## config.mk

```make
export PLATFORM = sky130hd
export DESIGN_NAME = pc_fetch_unit_flat
export DESIGN_NICKNAME = d
export VERILOG_FILES = /design/src/rtl/pc_fetch_unit_pkg.sv /design/src/rtl/pc_fetch_unit_if.sv /design/src/rtl/pc_fetch_unit_watchdog.sv /design/src/rtl/pc_fetch_unit.sv /design/src/flat_wrapper.sv
export SDC_FILE = /design/constraint.sdc
export NUM_CORES = 1
export LEC_CHECK = 0
export CAP_MARGIN = 10
export CORE_AREA = 5 5 68 70
export CTS_CLUSTER_DIAMETER = 50
export DETAILED_ROUTE_END_ITERATION = 6
export DIE_AREA = 0 0 73 75
export GPL_ROUTABILITY_DRIVEN = 0
export PLACE_DENSITY = 0.83
export SLEW_MARGIN = 20
export SYNTH_ARGS = -nofsm -noshare
export SYNTH_HDL_FRONTEND = slang
export SYNTH_SLANG_ARGS = --single-unit
```

## constraint.sdc

```tcl
create_clock -name clk -period 2.9 [get_ports clk]
set_input_delay 0.725 -clock clk [delete_from_list [all_inputs] [get_ports clk]]
set_output_delay 0.725 -clock clk [all_outputs]
set_load 0.01 [all_outputs]
```

## src/rtl/pc_fetch_unit_pkg.sv

```systemverilog
// Shared types and constants for the fetch stage: FSM state encoding, reset PC and the
// instruction value presented before the first fetch completes.
package fetch_pkg;
    typedef enum logic [1:0] {IDLE, FETCH, EXEC, FAULT} fetchState_e;

    localparam logic [15:0] RESET_PC_DEFAULT = 16'h0000;
    localparam logic [15:0] NOP_INSTR        = 16'h0000;
endpackage

```

## src/rtl/pc_fetch_unit_if.sv

```systemverilog
// Instruction-memory read port: req/addr from the fetch unit, ack/rdata back from memory.
interface pc_fetch_unit_if #(parameter int WIDTH = 16);
    logic             imem_req;
    logic [WIDTH-1:0] imem_addr;
    logic             imem_ack;
    logic [WIDTH-1:0] imem_rdata;

    modport master (output imem_req, imem_addr, input imem_ack, imem_rdata);
    modport slave  (input imem_req, imem_addr, output imem_ack, imem_rdata);
endinterface

```

## src/rtl/pc_fetch_unit_watchdog.sv

```systemverilog
// Fetch watchdog: counts FETCH cycles without ack; expired flags the TIMEOUT-th such cycle.
// Instantiated by pc_fetch_unit only when FETCH_TIMEOUT_EN is defined.
module fetch_watchdog #(
    parameter int TIMEOUT = 15
) (
    input  logic clk,
    input  logic reset_n,
    input  logic active,
    output logic expired
);
    localparam int CW = $clog2(TIMEOUT + 1);

    logic [CW-1:0] cnt;

    // cnt holds the number of already-elapsed FETCH cycles, so the current cycle is cnt+1
    assign expired = active && (cnt == CW'(TIMEOUT - 1));

    always_ff @(posedge clk or negedge reset_n) begin
        if (!reset_n)      cnt <= '0;
        else if (!active)  cnt <= '0;
        else if (!expired) cnt <= cnt + CW'(1);
    end
endmodule

```

## src/rtl/pc_fetch_unit.sv

```systemverilog
// Fetch stage: owns the PC, reads imem at pc via req/ack, holds the instruction until retired.
// Optional fetch timeout / FAULT state enabled with the FETCH_TIMEOUT_EN macro.
module pc_fetch_unit
    import fetch_pkg::*;
#(
    parameter int               WIDTH    = 16,
    parameter logic [WIDTH-1:0] RESET_PC = WIDTH'(RESET_PC_DEFAULT),
    parameter int               TIMEOUT  = 15
) (
    input  logic             clk,
    input  logic             reset_n,
    input  logic [WIDTH-1:0] next_pc,
    input  logic             advance,
    pc_fetch_unit_if.master  imem,
    output logic [WIDTH-1:0] pc,
    output logic [WIDTH-1:0] instr,
    output logic             instr_valid,
    output logic             fetch_fault
);
    fetchState_e state;
    logic        wdExpired;

`ifdef FETCH_TIMEOUT_EN
    fetch_watchdog #(.TIMEOUT(TIMEOUT)) uWatchdog (
        .clk     (clk),
        .reset_n (reset_n),
        .active  (state == FETCH),
        .expired (wdExpired)
    );
    assign fetch_fault = (state == FAULT);
`else
    assign wdExpired   = 1'b0;
    assign fetch_fault = 1'b0;
`endif

    assign imem.imem_addr = pc;

    always_ff @(posedge clk or negedge reset_n) begin
        if (!reset_n) begin
            state         <= IDLE;
            pc            <= RESET_PC;
            instr         <= WIDTH'(NOP_INSTR);
            instr_valid   <= 1'b0;
            imem.imem_req <= 1'b0;
        end else begin
            case (state)
                IDLE: begin
                    state         <= FETCH;
                    imem.imem_req <= 1'b1;
                end
                FETCH: begin
                    // an ack on the terminal watchdog cycle still wins over the fault
                    if (imem.imem_ack) begin
                        instr         <= imem.imem_rdata;
                        instr_valid   <= 1'b1;
                        imem.imem_req <= 1'b0;
                        state         <= EXEC;
                    end else if (wdExpired) begin
                        imem.imem_req <= 1'b0;
                        state         <= FAULT;
                    end
                end
                EXEC: begin
                    if (advance) begin
                        pc            <= next_pc;
                        instr_valid   <= 1'b0;
                        imem.imem_req <= 1'b1;
                        state         <= FETCH;
                    end
                end
                default: begin
                    imem.imem_req <= 1'b0;
                    instr_valid   <= 1'b0;
                end
            endcase
        end
    end
endmodule

```

## src/flat_wrapper.sv

```systemverilog
// flat-port wrapper written by rule: the top's interface ports become plain ports
module pc_fetch_unit_flat import fetch_pkg::*;
#(
    parameter int               WIDTH    = 16,
    parameter logic [WIDTH-1:0] RESET_PC = WIDTH'(RESET_PC_DEFAULT),
    parameter int               TIMEOUT  = 15
)
  (clk, reset_n, next_pc, advance, pc, instr, instr_valid, fetch_fault, imem_imem_req, imem_imem_addr, imem_imem_ack, imem_imem_rdata);
  pc_fetch_unit_if #(.WIDTH(WIDTH)) imem_i ();
  input  logic clk;
  input  logic reset_n;
  input  logic [WIDTH-1:0] next_pc;
  input  logic advance;
  output logic [WIDTH-1:0] pc;
  output logic [WIDTH-1:0] instr;
  output logic instr_valid;
  output logic fetch_fault;
  output wire logic [$bits(imem_i.imem_req)-1:0] imem_imem_req;
  output wire logic [$bits(imem_i.imem_addr)-1:0] imem_imem_addr;
  input wire logic [$bits(imem_i.imem_ack)-1:0] imem_imem_ack;
  input wire logic [$bits(imem_i.imem_rdata)-1:0] imem_imem_rdata;
  assign imem_imem_req = imem_i.imem_req;
  assign imem_imem_addr = imem_i.imem_addr;
  assign imem_i.imem_ack = imem_imem_ack;
  assign imem_i.imem_rdata = imem_imem_rdata;
  pc_fetch_unit #(.WIDTH(WIDTH), .RESET_PC(RESET_PC), .TIMEOUT(TIMEOUT)) u_core (.clk(clk), .reset_n(reset_n), .next_pc(next_pc), .advance(advance), .imem(imem_i), .pc(pc), .instr(instr), .instr_valid(instr_valid), .fetch_fault(fetch_fault));
endmodule
```

==> flow_summary.yaml <==
global_routing:
  grt_pass1_vias: 1143
  grt_pass1_wl_mm: 5.526
  grt.overflow.total: 0
  grt_usage_pct: 13.37
  grt_max_degree: 37
  antenna_found_initial: 0
setup_path:
  critPathCaptureType: "primary output"
  cp.depth: 1
  cp_cell_sequence: "clkdlybuf4s50_1"
  required_ns: 2.17
  critPathMaxStageDelay_ns: 0.58
  rr_worst_depth: 2
  worst_ep_arrival_time_ns: 1.23
  critPathBufInv: 1
  worstSetupStartpointType: "flop"
  critical_path_class: "flop to primary output"
  cp_slowest_cell: "clkdlybuf4s50_1"
  cp_max_fo: 3
  crit_family: "buffers and inverters"
placed_design:
  portBuffers: 85
  dp_cells: 216
  hpwl_mm: 2.742
  place_ws_ns: 0.7867
clocking:
  clk_latency_ns: 0.28
  numCtsBuffers: 5
  cts-resized-gates: 0
  path_clk_slew_ns: 0.07
  cts_setup_buffers: 0
  cts_buffer_depth: 2
  cts_num_sinks: 36
  hold_buffers: 0
  tritoncts: "done"
  htreeDepth: 2
  root_buffer: "clkbuf_8"
synth:
  ys_seq_area_share_pct: 57.60
  async_flop_share_pct: 100.0
  yosysWarnings: 0
  yosysTopAreaCell: "dfrtp_1"
  syn-cell-area_mm2: 0.001564
  post-synth-top-area-fraction_pct: 57.60
  syn_nets: 137
  synth.most_common_cell: "dfrtp_1"
  ys_top_cells_by_area: "dfrtp_1 58%, mux2_2 16%, mux2_4 9.6%, buf_4 8.2%, nand3b_4 2.6%"
  avgSynthCellArea_um2: 15.49
  ys_top_cells_by_count: "36 x dfrtp_1, 22 x mux2_2, 17 x buf_4, 10 x mux2_4"
  yosysUniqueCellTypes: 15
  syn_inst: 101
  ys.flop_type: "dfrtp_1"
  synth-seq-cells: 36
  synth-edff-count: 0
final_layout:
  fin_cells: 223
  layout-drive-gt1-share_pct: 24.28
  post-route-util_pct: 61.51
  diodes: 0
  syn2layout_area_growth_pct: 53.92
  fillerInstances: 316
  nNetsFinal: 209
die:
  dieArea_mm2: 0.005475
  die_w_um: 73
  core-area_mm2: 0.003914
  fp-row-count: 23
  top_level_ports: 87
  die_h_um: 75
  start_util_pct: 39.96
run_status:
  status: "finished clean"
pwr:
  power.total_uw: 2595
  p_leak_uw: 0.001061
  powerDensity_mw_per_mm2: 1078
  irDropWorstVdd_mv: 0.5273
route:
  wl_met3_um: 389
  drc: 0
  drt-met1-wl_mm: 1.279
  ant_nets: 0
  dr_total_vias: 1029
  drt-initial-drc-count: 32
  via_per_inst: 4.614
  wl_mm: 3.524
  met2_length_mm: 1.838
  highest_layer: "met4"
  routedWlPerCell_um: 15.80
  first_pass_iters: 4
timing:
  setup_ws_ns: 0.9404
  setup_viol: 0
  tns_ns: 0
  slew_headroom_pct: 47.85
  hold_viol_final: 0
  fin_crit_sh_pct: 67.57
  rsz0062_at_grt: "no"
  fmax_ghz: 0.5103
  slew_violations: 0
  fin_crit_ns: 1.960
  skew_ns: 0.005202
  worst_pin_slew_ns: 0.7822
job:
  maxCapViolCount: 0
min_path:
  hold_class: "flop to flop"
  whs_path_depth: 1
## metal layers
metal	track usage [%]	up-vias
met3	7.343	2
met1	14.77	511
met2	22.64	49
met5	0	-
li1	-	467
met4	3.074	0
## sequential cells by signal, indices dropped and copies added, names as in the netlist
| name | flops |
|---|---|
| u_core.instr_valid | 1 |
| u_core.imem.imem_req | 1 |
| u_core.instr | 16 |
| u_core.imem.imem_addr | 16 |
| u_core.state | 2 |
## final cells by class
| class | instances | area (um2) | share of cell area [%] |
|---|---|---|---|
| well taps | 50 | 62.56 | 2.599 |
| flip-flops and latches | 36 | 900.9 | 37.42 |
| repair buffers | 85 | 845.8 | 35.14 |
| inverters | 1 | 3.754 | 0.1559 |
| multi-input cells | 44 | 498.0 | 20.69 |
| clock buffers | 7 | 96.34 | 4.002 |
## power by group
group / total [uW] / internal [uW] / switching, uW
Clock: 372 / 211 / 161
Sequential: 917 / 742 / 176
Combinational: 1310 / 866 / 440
## layout by cell type (no fill, tap or decap)
cell type | netlist | layout
a21boi_0 | 1 | 1
conb_1 | 1 | 1
clkdlybuf4s50_1 | 0 | 84
o21bai_1 | 1 | 1
o2bb2ai_1 | 1 | 1
a21oi_1 | 3 | 3
mux2_2 | 22 | 22
nor2_1 | 1 | 1
buf_2 | 0 | 1
dfrtp_1 | 36 | 36
inv_1 | 1 | 1
a22oi_1 | 1 | 1
clkbuf_8 | 0 | 7
nand3b_4 | 2 | 2
mux2_4 | 10 | 10
nand2b_1 | 1 | 1
## cell families (layout without fill, tap and decap cells)
family / Yosys count / in the layout / synth area share, %
multiplexers: 32 / 32 / 25.44
buffers and inverters: 21 / 93 / 10.56
AO/OA/AOI/OAI: 7 / 7 / 2.960
flip-flops: 36 / 36 / 57.60
other: 1 / 1 / 0.2398
AND/OR/NAND/NOR: 4 / 4 / 3.200
## through the flow
step / hold slack (ns) / area, um2
after floorplan: 0.4294 / 1564
after global placement: 0.4871 / 2311
after detailed placement: 0.4944 / 2311
after CTS: 0.5073 / 2407
after global routing: 0.5268 / 2407
final: 0.5033 / 2407
## path summary, 6_finish.rpt
kind,start,endpoint,slack (ns)
max,u_core.imem.imem_addr[7]$_DFFE_PN0P_,imem_imem_addr[7],0.94
min,u_core.instr[0]$_DFFE_PN0P_,u_core.instr[0]$_DFFE_PN0P_,0.50
max reg2reg,u_core.state[0]$_DFFE_PN0P_,u_core.imem.imem_addr[15]$_DFFE_PN0P_,1.53
min reg2reg,u_core.instr[0]$_DFFE_PN0P_,u_core.instr[0]$_DFFE_PN0P_,0.50
max in group asynchronous,reset_n,u_core.imem.imem_addr[2]$_DFFE_PN0P_,1.87
min in group asynchronous,reset_n,u_core.instr[13]$_DFFE_PN0P_,0.52
(Power assumes the default switching activity.)
